### config.mk
export PLATFORM = sky130hd
export DESIGN_NAME = div_sequencer
export DESIGN_NICKNAME = d
export VERILOG_FILES = /design/src/rtl/div_sequencer.sv
export SDC_FILE = /design/constraint.sdc
export NUM_CORES = 1
export LEC_CHECK = 0
export BUFFER_PORTS_ARGS = -buffer_cell sky130_fd_sc_hd__buf_2
export CAP_MARGIN = 20
export CORE_ASPECT_RATIO = 0.75
export CORE_UTILIZATION = 40
export DETAILED_ROUTE_END_ITERATION = 10
export PLACE_DENSITY_LB_ADDON = 0.25
export SETUP_SLACK_MARGIN = 0.02
export SLEW_MARGIN = 20
export SYNTH_ARGS = -nofsm -noshare
export SYNTH_HDL_FRONTEND = slang
export SYNTH_SLANG_ARGS = --single-unit
### constraint.sdc
create_clock -name clk -period 12.6 [get_ports clk]
set_input_delay 1.89 -clock clk [delete_from_list [all_inputs] [get_ports clk]]
set_output_delay 1.89 -clock clk [all_outputs]
set_load 0.005 [all_outputs]
### src/rtl/div_sequencer.sv
// Iterative 32-cycle restoring divider covering DIV/DIVU/REM/REMU.
// Divide-by-zero and signed overflow skip the iteration and finish in one cycle.
module div_sequencer #(
  parameter int XLEN = 32
) (
  input  logic            clk,
  input  logic            rst,
  input  logic            start,
  input  logic [1:0]      op,
  input  logic [XLEN-1:0] a,
  input  logic [XLEN-1:0] b,
  input  logic            flush,
  output logic            busy,
  output logic            done,
  output logic            stall,
  output logic [XLEN-1:0] r
);

  localparam int CW = $clog2(XLEN);
  localparam logic [XLEN-1:0] SMIN = {1'b1, {(XLEN-1){1'b0}}};

  typedef enum logic [1:0] {IDLE, CALC, FIX, DONE} state_t;

  state_t          state_q;
  logic [CW-1:0]   cnt_q;
  logic [XLEN-1:0] quo_q, rem_q, dvs_q, r_q;
  logic            sel_rem_q, neg_quo_q, neg_rem_q;

  logic            a_neg, b_neg, div0, ovf;
  logic [XLEN-1:0] a_mag, b_mag, spec_d, res_d, quo_d, rem_d;
  logic [XLEN:0]   shl, diff;

  // op[0] set means unsigned, op[1] set means remainder
  always_comb begin
    a_neg  = ~op[0] & a[XLEN-1];
    b_neg  = ~op[0] & b[XLEN-1];
    a_mag  = a_neg ? -a : a;
    b_mag  = b_neg ? -b : b;
    div0   = (b == '0);
    ovf    = ~op[0] & (a == SMIN) & (b == '1);
    spec_d = div0 ? (op[1] ? a : '1) : (op[1] ? '0 : SMIN);
  end

  // One restoring step: the trial subtract's borrow decides the quotient bit
  always_comb begin
    shl   = {rem_q, quo_q[XLEN-1]};
    diff  = shl - {1'b0, dvs_q};
    rem_d = diff[XLEN] ? shl[XLEN-1:0] : diff[XLEN-1:0];
    quo_d = {quo_q[XLEN-2:0], ~diff[XLEN]};
    res_d = sel_rem_q ? (neg_rem_q ? -rem_q : rem_q)
                      : (neg_quo_q ? -quo_q : quo_q);
  end

  always_ff @(posedge clk or posedge rst) begin
    if (rst) begin
      state_q   <= IDLE;
      cnt_q     <= '0;
      quo_q     <= '0;
      rem_q     <= '0;
      dvs_q     <= '0;
      r_q       <= '0;
      sel_rem_q <= 1'b0;
      neg_quo_q <= 1'b0;
      neg_rem_q <= 1'b0;
    end else if (flush) begin
      state_q <= IDLE;
    end else begin
      case (state_q)
        IDLE: if (start) begin
          sel_rem_q <= op[1];
          neg_quo_q <= a_neg ^ b_neg;
          neg_rem_q <= a_neg;
          if (div0 || ovf) begin
            r_q     <= spec_d;
            state_q <= DONE;
          end else begin
            quo_q   <= a_mag;
            rem_q   <= '0;
            dvs_q   <= b_mag;
            cnt_q   <= CW'(XLEN-1);
            state_q <= CALC;
          end
        end
        CALC: begin
          quo_q <= quo_d;
          rem_q <= rem_d;
          cnt_q <= cnt_q - 1'b1;
          if (cnt_q == '0) state_q <= FIX;
        end
        FIX: begin
          r_q     <= res_d;
          state_q <= DONE;
        end
        default: state_q <= IDLE;
      endcase
    end
  end

  assign busy  = (state_q != IDLE);
  assign done  = (state_q == DONE);
  assign stall = ~rst & (((state_q == IDLE) & start & ~flush) |
                         (state_q == CALC) | (state_q == FIX));
  assign r     = r_q;

endmodule

After elaboration in Yosys (flattened, before gate mapping)
Index checks and enable logic that the tools add are counted.
{"block": "word_totals", "input_bits": 70, "ff_bits": 138, "wordCells": 78, "output_inout_bits": 35}
{"block": "op_classes", "n_reduce_logical": 12, "n_mux": 26, "eq_ne": 10, "addsub": 6, "n_bitwise": 15}
{"cell": "two-way mux 32 bit", "n": 15}
{"cell": "case mux 32 bit (2 select lines)", "n": 3}
{"cell": "negation 32 bit", "n": 4}
{"cell": "equality test 32 bit (second input constant)", "n": 2}
{"cell": "subtractor 33 x 32 -> 33 bit", "n": 1}
{"cell": "logical NOT 32 bit", "n": 1}
{"cell": "AND reduction 4 bit", "n": 3}
{"cell": "two-way mux 5 bit", "n": 2}
{"cell": "case mux 5 bit (2 select lines)", "n": 1}
{"cell": "two-way mux 2 bit", "n": 4}
{"cell": "bitwise AND 1 bit", "n": 7}
{"cell": "!= test 2 bit (second input constant)", "n": 3}
{"cell": "!= test 3 bit (second input constant)", "n": 2}
{"cell": "case mux 2 bit (3 select lines)", "n": 1}
{"cell": "nonzero test 2 bit", "n": 3}
{"cell": "logical NOT 5 bit", "n": 1}
{"cell": "inverter 1 bit", "n": 5}
{"cell": "subtractor 5 x 1 -> 5 bit (second input constant)", "n": 1}
{"cell": "equality test 2 bit (second input constant)", "n": 2}
{"cell": "AND reduction 3 bit", "n": 1}
{"cell": "equality test 2 x 1 -> 1 bit (second input constant)", "n": 1}
{"cell": "logical NOT 2 bit", "n": 1}
{"cell": "OR 1 bit", "n": 2}
{"cell": "AND reduction 2 bit", "n": 1}
{"cell": "2 further kinds", "n": 2}

Logic depth before layout (Yosys ltp)
Gate-level depths: netlist of the first run.
{"block": "logic_depth", "depth_word": 8, "mapped_depth": 14, "depth_no_buf": 12}

Worst setup path after synthesis of the first run
OpenSTA, ideal clock, no wires.
{"block": "synth_path", "kind": "input to register", "from": "input a[16]", "to": "register r_q[14], in the netlist r[14]", "setup_time_ns": 0.121, "stages": 9, "slack_ns": 8.124, "n_path_buf": 2, "arrival_ns": 4.355, "t_required_ns": 12.479, "cell_sequence": "or4_4 > or4_4 > or4_4 > o21ai_2 > nand3_1 > a21o_1 > buf_6 > buf_6 > a22o_1"}
{"block": "synth_between", "elab_chain_cells": 6}
{"item": "start, declared", "line": "10", "source": "input logic [XLEN-1:0] a,"}
{"item": "equality test 32 bit", "line": "40", "source": "ovf = ~op[0] & (a == SMIN) & (b == '1);"}
{"item": "bitwise AND 1 bit (2 in series)", "line": "40"}
{"item": "logical OR 1 bit", "line": "73", "source": "if (div0 || ovf) begin"}
{"item": "!= test 2 bit (no line)"}
{"item": "AND reduction 4 bit (no line)"}
{"item": "end signal, assigned", "line": "74", "source": "r_q <= spec_d;"}
{"item": "end signal, assigned", "line": "91", "source": "r_q <= res_d;"}
{"item": "end, declared", "line": "26", "source": "logic [XLEN-1:0] quo_q, rem_q, dvs_q, r_q;"}
Every way passes these cells.
A chain may end at the register's enable or synchronous reset.

Worst setup path in the final report of the first run
{"block": "layout_path", "from": "input a[16]", "to": "register quo_q[28]"}
{"block": "layout_between", "elab_chain_cells": 6, "elab_cells_between_ends": 11, "cone_classes": "1 x add/sub; 2 x eq/ne; 4 x mux; 2 x bitwise; 2 x reduce/logical"}
{"item": "branches (longest 6 deep; another with negation 32 bit)"}
{"item": "end signal, assigned", "line": "77", "source": "quo_q <= a_mag;"}
{"item": "end signal, assigned", "line": "85", "source": "quo_q <= quo_d;"}
{"item": "end, declared", "line": "26"}
Several ways; the timed one is not identified. The select of a mux whose other input is x is not followed.

==> flow_summary_export.csv, run 1 <==
group,metric,value,unit
global_routing,gr-total-overflow,0,
place,dpl-instance-area,0.0115,mm2
hold_path,whs_path_depth,1,
setup_path,r2r_start,"quo_q[31]",
clock_tree,clk-insertion-delay-late,0.44,ns
synthesis,syn-num-nets,1450,
clock_tree,root_buffer,"clkbuf_16",
hold_path,hp-class,"reg2reg",
status,outcome,"complete, no violations",
sta,drv_slew,0,
sta,final.period_utilization,42.9,%
place,portBuffers,104,
synthesis,synth-main-ff-cell,"dfrtp_1",
place,gp_congestion,0.892,
clock_tree,postCtsHoldBufs,0,
sta,tightest_slew,1.08,ns
setup_path,arrival,5.68,ns
die,die_height,144,um
drt,first_pass_iters,5,
finish,final_common_cell,"nand2_1",
sta,hold_violations,0,
setup_path,critical_path_class,"in2reg",
place,hpwl,23100,um
die,core,0.0262,mm2
drt,via_count,10200,
clock_tree,cts_buffers,17,
clock_tree,cts_tree,"yes",
global_routing,grt_max_degree,97,
synthesis,yosysUniqueCellTypes,71,
finish,final_cell_mix,"nand2_1, dfrtp_1, a21oi_1, o21ai_0, buf_2",
setup_path,cp-start-kind,"input port",
die,initial_utilization,41.1,%
sta,min_period,5.41,ns
setup_path,cp.required,12.87,ns
clock_tree,cts_sinks,138,
pwr,leakage,5.25,nW
finish,fillers,2580,
synthesis,synth_edf_count,0,
clock_tree,cts_setup_buffers,0,
pwr,p_per_area,201,mW/mm2
finish,final_net_count,1506,
clock_tree,clock_path_buffers,2,
drt,routed_wl,31700,um
die,die-area,0.0276,mm2
finish,finish.utilization,46.1,%
hold_path,min-delay-start,"r[4]",
synthesis,synth_async_sr_flop_share,100,%
clock_tree,htree_levels,4,
sta,setup_viol,0,
finish,syn2layout_area_growth,12.2,%
clock_tree,clkTransAtPathRegs,0.06,ns
hold_path,holdPathEnd,"r[4]",
global_routing,grt_pass1_vias,9686,
synthesis,synth.yosys.warnings,0,
setup_path,worst-r2r-setup-slack,8.71,ns
global_routing,grt_first_pass_wirelength,51500,um
sta,rsz0062_at_grt,"false",
synthesis,netlist_instances,1336,
drt,wl_per_cell,18.1,um
pwr,ir_drop,0.126,mV
die,fp.dieW,192,um
setup_path,r2r_cells,13,
sta,max_freq,185,MHz
drt,via_per_inst,5.80,
drt,drc_errors,0,
setup_path,worst_r2r_endpoint,"rem_q[1]",
finish,design_area,0.0121,mm2
sta,timing.hold.ws,0.471,ns
drt,postRouteAntennaNets,0,
synthesis,synth-seq-cells,138,
die,io_pins,105,
setup_path,endpoint_kind,"flip-flop",
setup_path,cp_max_fo,96,
sta,final.setup.tns,0,ns
finish,final_layout_size_suffix_gt1_share,12.2,%
sta,slew_headroom,28.3,%
drt,drt-initial-drc-count,801,
global_routing,antenna_found_initial,1,
sta,skew,0.0100,ns
global_routing,gr-usage-all-layers,23.7,%
clock_tree,cts_resized,0,
run,cap_violations,0,
die,rows,51,
synthesis,synth_seq_area_share,32.0,%
synthesis,avgSynthCellArea,8.07,um2
synthesis,synth.cell_area,0.0108,mm2
## final cells by class
class                   instances  area, um2  share of cell area (%)
diodes                          1       2.50                  0.0207
multi-input cells            1061       6760                    55.9
well taps                     344        430                    3.56
clock buffers                  21        470                    3.89
inverters                      60        230                    1.90
repair buffers                114        596                    4.93
flip-flops and latches        138       3450                    28.6
clock inverters                11        144                    1.19
## cells in the mapped netlist, types with 3 or more instances
master	number	area, um2
xnor2_1	78	683
o22ai_1	17	106
o21bai_1	4	30.0
inv_1	60	225
nand3_1	35	175
a32o_1	4	40.0
nor2_1	99	372
a21oi_1	133	666
o21ai_0	120	601
o31ai_2	3	37.5
a21o_1	11	82.6
a211oi_1	7	52.6
buf_6	3	33.8
buf_2	19	95.1
o211ai_1	11	82.6
and3_1	7	43.8
o311ai_0	15	131
or2_2	6	37.5
a22o_1	17	149
o21ai_1	9	45.0
a311oi_1	3	26.3
and2_1	5	31.3
clkbuf_1	45	169
buf_4	5	37.5
nand2_1	147	552
nor4_1	7	43.8
or3_1	15	93.8
nand4_1	13	81.3
buf_1	5	18.8
a21boi_0	4	30.0
o31ai_1	37	278
o41ai_1	13	114
ha_1	43	538
nand2b_1	14	87.6
or4_1	17	128
nor2b_1	9	56.3
a32oi_1	15	131
xor2_1	68	596
nand3b_1	4	30.0
or4_4	5	56.3
dfrtp_1	138	3450
mux2i_1	6	60.1
nor3_1	20	100
a31oi_1	7	43.8
## stage by stage
stage | cells | setup slack, ns | power [W]
floorplan | 1336 | 7.01 | 0.00158
global placement | 1717 | 6.58 | 0.00187
detailed placement | 1717 | 6.46 | 0.00189
CTS | 1749 | 6.91 | 0.00243
global route | 1750 | 7.00 | 0.00262
finish | 1750 | 7.19 | 0.00242
## report_power, final
| part | internal (W) | switching, W |
|---|---|---|
| Combinational | 0.000452 | 0.000670 |
| Clock | 0.000326 | 0.000207 |
| Sequential | 0.000597 | 0.000173 |
## metal layers
layer	vias to the layer above	wire, um	track usage, %
li1	4946	-	-
met1	4945	15700	34.8
met2	234	14200	36.2
met3	25	1430	3.69
met4	0	388	5.97
met5	-	0	0
## cells by family (layout without fill, tap and decap cells)
logic type	Yosys count	after routing	synth area share, %
AOI/OAI and AO/OA	451	451	26.5
other	0	1	0
buffers and inverters	137	206	5.38
DFF	138	138	32.0
adders and majority gates	44	44	5.18
muxes	7	7	0.662
xor gates and xnor gates	146	146	11.9
and+or+nand+nor	413	413	18.4
## flip-flops by register name (all words and copies together), names as in the netlist
name and flops:
sel_rem_q 1, dvs_q 32, state_q 2, quo_q 32, neg_rem_q 1, rem_q 32, r 32, neg_quo_q 1
cnt_q 5
## critical path, cell delays in order
cell and delay [ns]:
buf_2 0.12, or4_4 0.55, or4_4 0.53, or4_4 0.56
o21ai_2 0.21, or2_4 0.56, o21a_2 0.24, buf_4 0.70
o21ai_0 0.24
## how the worst max path moves through the flow
stage | end | from | slack (ns)
after detailed placement | quo_q[28] | a[16] | 6.46
final | quo_q[28] | a[16] | 7.19
after global placement | quo_q[6] | a[16] | 6.58
after global routing | quo_q[17] | a[16] | 7.00
after floorplan | cnt_q[0] | rst | 7.01
after CTS | quo_q[28] | a[16] | 6.91
No activity file was read; power rests on OpenSTA's default activity.
==> run 2, diff against run 1 <==
==> constraint.sdc (replaced) <==
create_clock -name clk -period 4.9 [get_ports clk]
set_input_delay 0.735 -clock clk [delete_from_list [all_inputs] [get_ports clk]]
set_output_delay 0.735 -clock clk [all_outputs]
set_load 0.005 [all_outputs]
==> flow_summary_export.csv, run 2 (synthesis results as in run 1) <==
group,metric,value,unit
status,outcome,"complete, no violations",
clock_tree,cts_resized,0,
finish,diodes,0,
clock_tree,cts_sinks,138,
finish,final_common_cell,"nand2_1",
setup_path,endpoint_kind,"flip-flop",
pwr,p_per_area,519,mW/mm2
clock_tree,root_buffer,"clkbuf_16",
sta,timing.hold.ws,0.473,ns
sta,setup_viol,0,
place,portBuffers,104,
drt,routed_wl,32000,um
setup_path,cp.required,5.22,ns
die,core,0.0262,mm2
finish,final_cell_mix,"nand2_1, dfrtp_1, a21oi_1, o21ai_0, buf_2",
clock_tree,cts_setup_buffers,0,
setup_path,cp-start-kind,"flip-flop",
hold_path,hp-class,"in2async",
run,cap_violations,0,
sta,rsz0062_at_grt,"false",
clock_tree,clkTransAtPathRegs,0.07,ns
finish,final_net_count,1511,
drt,wl_per_cell,18.3,um
setup_path,arrival,4.39,ns
sta,hold_violations,0,
die,die-area,0.0276,mm2
setup_path,r2r_cells,11,
die,die_height,144,um
place,dp_slack,0.751,ns
clock_tree,cts_buffers,17,
place,hpwl,23300,um
drt,postRouteAntennaNets,0,
clock_tree,postCtsHoldBufs,0,
sta,final.setup.tns,0,ns
sta,tightest_slew,0.976,ns
clock_tree,clock_path_buffers,2,
die,fp.dieW,192,um
sta,drv_slew,0,
drt,drt-initial-drc-count,791,
finish,final_layout_size_suffix_gt1_share,12.6,%
global_routing,gr-usage-met1,35.9,%
die,rows,51,
global_routing,gr-usage-met2,35.5,%
finish,fillers,2565,
die,initial_utilization,41.1,%
global_routing,gr-usage-all-layers,23.9,%
finish,syn2layout_area_growth,12.9,%
place,gp_congestion,0.883,
clock_tree,htree_levels,4,
sta,worst_slack,0.821,ns
global_routing,grt_first_pass_wirelength,51700,um
sta,final.period_utilization,83.2,%
global_routing,top_usage_layer,"met1",
pwr,leakage,5.31,nW
global_routing,gr-total-overflow,0,
clock_tree,clk-insertion-delay-late,0.43,ns
sta,min_period,4.08,ns
sta,max_freq,245,MHz
place,dp.cells,1722,
finish,instances_no_fill,1754,
global_routing,antenna_found_initial,0,
drt,via_per_inst,5.79,
drt,via_count,10200,
global_routing,grt_max_degree,98,
setup_path,cp_max_fo,31,
sta,slew_headroom,34.8,%
pwr,ir_drop,0.320,mV
die,io_pins,105,
setup_path,critical_path_class,"reg2reg",
clock_tree,cts_tree,"yes",
drt,drc_errors,0,
global_routing,use_met3,3.52,%
global_routing,grt_pass1_vias,9459,
sta,skew,0.0109,ns
drt,first_pass_iters,7,
-- run 2: cell count changes in the layout (fill, tap and decap cells not counted), sizes merged --
cell and change:
buf +5, clkinvlp -2, diode -1, clkinv +2
-- run 2: critical path, stage by stage (launching register included) --
cell and delay [ns]:
dfrtp_1 0.47, ha_1 0.45, a21oi_1 0.31, a21boi_0 0.16, a311oi_1 0.61, o22ai_1 0.16
a311oi_1 0.28, o31ai_1 0.20, xnor2_2 0.70, buf_12 0.27, nand2_1 0.10, a32o_1 0.25
-- run 2: metal layers --
layer | vias to the layer above | routed length, um
li1 | 4968 | -
met1 | 4894 | 15900
met2 | 258 | 14000
met3 | 33 | 1640
met4 | 0 | 508
met5 | - | 0
-- run 2: power by group --
| group | switching (W) | internal (W) | total, W |
|---|---|---|---|
| combinational | 0.00182 | 0.00120 | 0.00301 |
| clock | 0.000528 | 0.000853 | 0.00138 |
| sequential | 0.000382 | 0.00154 | 0.00192 |
| total | 0.00273 | 0.00359 | 0.00631 |
-- run 2: final timing paths --
check / slack (ns) / startpoint / to
max: 0.82 / rem_q[21] / rem_q[0]
min: 0.47 / rst / r[11]
max reg2reg: 0.82 / rem_q[21] / rem_q[0]
min reg2reg: 0.48 / r[10] / r[10]
max in group asynchronous: 3.26 / rst / dvs_q[27]
min in group clk: 0.48 / r[10] / r[10]
-- run 2: final cells by class --
class	instances	area (um2)	area share (%)
sequential	138	3450	28.4
clock inverter	11	143	1.17
multi-input combinational	1061	6760	55.6
clock buffer	21	480	3.95
tap	344	430	3.54
timing repair buffer	119	671	5.51
inverter	60	230	1.89
-- run 2: through the flow --
| step | utilization, % | instance area (um2) | total power (W) |
|---|---|---|---|
| 2_1_floorplan | - | 10800 | 0.00407 |
| 3_3_place_gp | 44.0 | 11500 | 0.00488 |
| 3_5_place_dp | 44.0 | 11500 | 0.00491 |
| 4_1_cts | 46.4 | 12200 | 0.00633 |
| 5_1_grt | 46.4 | 12200 | 0.00681 |
| 6_report | 46.4 | 12200 | 0.00631 |
==> run 3, diff against run 2 <==
==> constraint.sdc (replaced) <==
create_clock -name clk -period 3.4 [get_ports clk]
set_input_delay 0.51 -clock clk [delete_from_list [all_inputs] [get_ports clk]]
set_output_delay 0.51 -clock clk [all_outputs]
set_load 0.005 [all_outputs]
==> flow_summary_export.csv, run 3 (synthesis results as in run 1) <==
group,metric,value,unit
global_routing,grt_first_pass_wirelength,54300,um
finish,final_layout_size_suffix_gt1_share,17.8,%
setup_path,critical_path_class,"reg2reg",
clock_tree,cts_tree,"yes",
sta,skew,0.0127,ns
die,die_height,144,um
sta,min_period,3.22,ns
finish,instances_no_fill,1836,
hold_path,hp-class,"in2async",
setup_path,crit_top_cell,"buf_4",
die,die-area,0.0276,mm2
place,gp_congestion,0.949,
die,fp.dieW,192,um
pwr,ir_drop,0.506,mV
clock_tree,clkTransAtPathRegs,0.06,ns
drt,via_per_inst,5.85,
setup_path,cp.required,3.71,ns
sta,slew_headroom,39.2,%
setup_path,arrival,3.53,ns
global_routing,gr-usage-all-layers,25.6,%
setup_path,critPathSlowestCell,"dfrtp_1",
setup_path,cp-start-kind,"flip-flop",
clock_tree,cts_sinks,138,
sta,timing.hold.ws,0.184,ns
die,io_pins,105,
place,dp.cells,1803,
clock_tree,clock_path_buffers,2,
global_routing,gr-total-overflow,0,
sta,tightest_slew,0.910,ns
clock_tree,root_buffer,"clkbuf_16",
run,cap_violations,0,
die,core,0.0262,mm2
pwr,finalPower,0.00951,W
setup_path,crit_path_cell_trace,"ha_1 -> a21oi_1 -> o21ai_0 -> a311oi_2 -> o22ai_1 -> a311oi_1 -> o31ai_2 -> buf_4 -> buf_4 -> xnor2_4 -> buf_12 -> o311ai_1",
finish,final_common_cell,"nand2_1",
clock_tree,htree_levels,4,
sta,hold_violations,0,
drt,routed_wl,34600,um
clock_tree,cts_buffers,17,
setup_path,endpoint_kind,"flip-flop",
sta,final.period_utilization,94.7,%
finish,final_cell_mix,"nand2_1, dfrtp_1, a21oi_1, o21ai_0, buf_2",
sta,max_freq,310,MHz
global_routing,antenna_found_initial,0,
pwr,leakage,5.76,nW
finish,diodes,0,
sta,drv_slew,0,
finish,final_net_count,1593,
drt,drt-initial-drc-count,1097,
global_routing,grt_max_degree,65,
die,rows,51,
drt,first_pass_iters,5,
clock_tree,clk-insertion-delay-late,0.44,ns
finish,syn2layout_area_growth,20.2,%
drt,postRouteAntennaNets,0,
drt,wl_per_cell,18.9,um
status,outcome,"complete, no violations",
setup_path,cp_max_fo,23,
global_routing,grt_pass1_vias,9690,
clock_tree,cts_setup_buffers,0,
sta,setup_viol,0,
clock_tree,postCtsHoldBufs,0,
place,hpwl,26500,um
pwr,p_per_area,734,mW/mm2
drt,drc_errors,0,
place,portBuffers,104,
setup_path,cpPeakStageDelay,0.41,ns
die,initial_utilization,41.1,%
drt,via_count,10700,
-- run 3: changes by cell type in the layout (fill, tap and decap cells not counted), sizes merged --
cell / delta
buf: +82
bufinv: +1
clkbuf: -3
clkinvlp: +2
-- run 3: repair_timing --
| action | 4_1_cts | 5_1_grt |
|---|---|---|
| setup endpoints to repair | 1 | 33 |
| endpoints found under the hold margin | 0 | 0 |
| pin swaps | 0 | 1 |
| gates resized for setup | 1 | 13 |
-- run 3: power breakdown --
| group | leakage [nW] | switching, W | internal [W] |
|---|---|---|---|
| clock | 0.302 | 0.000789 | 0.00125 |
| sequential | 1.75 | 0.000564 | 0.00221 |
| combinational | 3.71 | 0.00274 | 0.00195 |
| total | 5.76 | 0.00409 | 0.00542 |
-- run 3: critical path, delay by kind of cell, from the launching register on --
kind | cells | cell delay, ns
XOR/XNOR | 1 | 0.15
adder cells (fa/ha/maj) | 1 | 0.38
AO/OA/AOI/OAI | 7 | 1.67
flip-flops | 1 | 0.41
buffers and inverters | 3 | 0.48
-- run 3: stage by stage --
stage / setup TNS [ns] / utilization (%) / setup WS [ns] / area, um2
final: 0 / 49.4 / 0.179 / 13000
after global routing: -0.00662 / 49.4 / -0.00662 / 13000
after CTS: 0 / 49.1 / 0.0518 / 12900
after detailed placement: -0.371 / 46.7 / -0.0297 / 12200
after global placement: 0 / 46.7 / 0.00324 / 12200
after floorplan: 0 / - / 0.213 / 10800
-- run 3: layout make-up --
cell class / instances / area (um2)
inverter: 60 / 229
clock buffer: 18 / 439
timing repair buffer: 201 / 1410
multi-input combinational: 1061 / 6800
sequential: 138 / 3450
tap: 344 / 430
fill: 2508 / 13300
clock inverter: 14 / 196
-- run 3: layer usage --
layer | up-vias | track usage [%] | wire, um
met4 | 0 | 5.97 | 410
li1 | 5128 | - | -
met1 | 5163 | 38.8 | 16700
met5 | - | 0 | 0
met2 | 421 | 35.3 | 14300
met3 | 26 | 6.92 | 3250
-- run 3: path summary, 6_finish.rpt --
kind | start | endpoint | slack (ns) | cells past startpoint
worst max register to register | rem_q[18] | rem_q[11] | 0.18 | 12
worst min register to register | r[3] | r[3] | 0.47 | 1
min in group clk | flush | state_q[1] | 0.32 | 2
worst min-delay path | rst | r[8] | 0.18 | 2
max in group asynchronous | rst | rem_q[20] | 2.39 | 4
worst max-delay path | rem_q[18] | rem_q[11] | 0.18 | 12
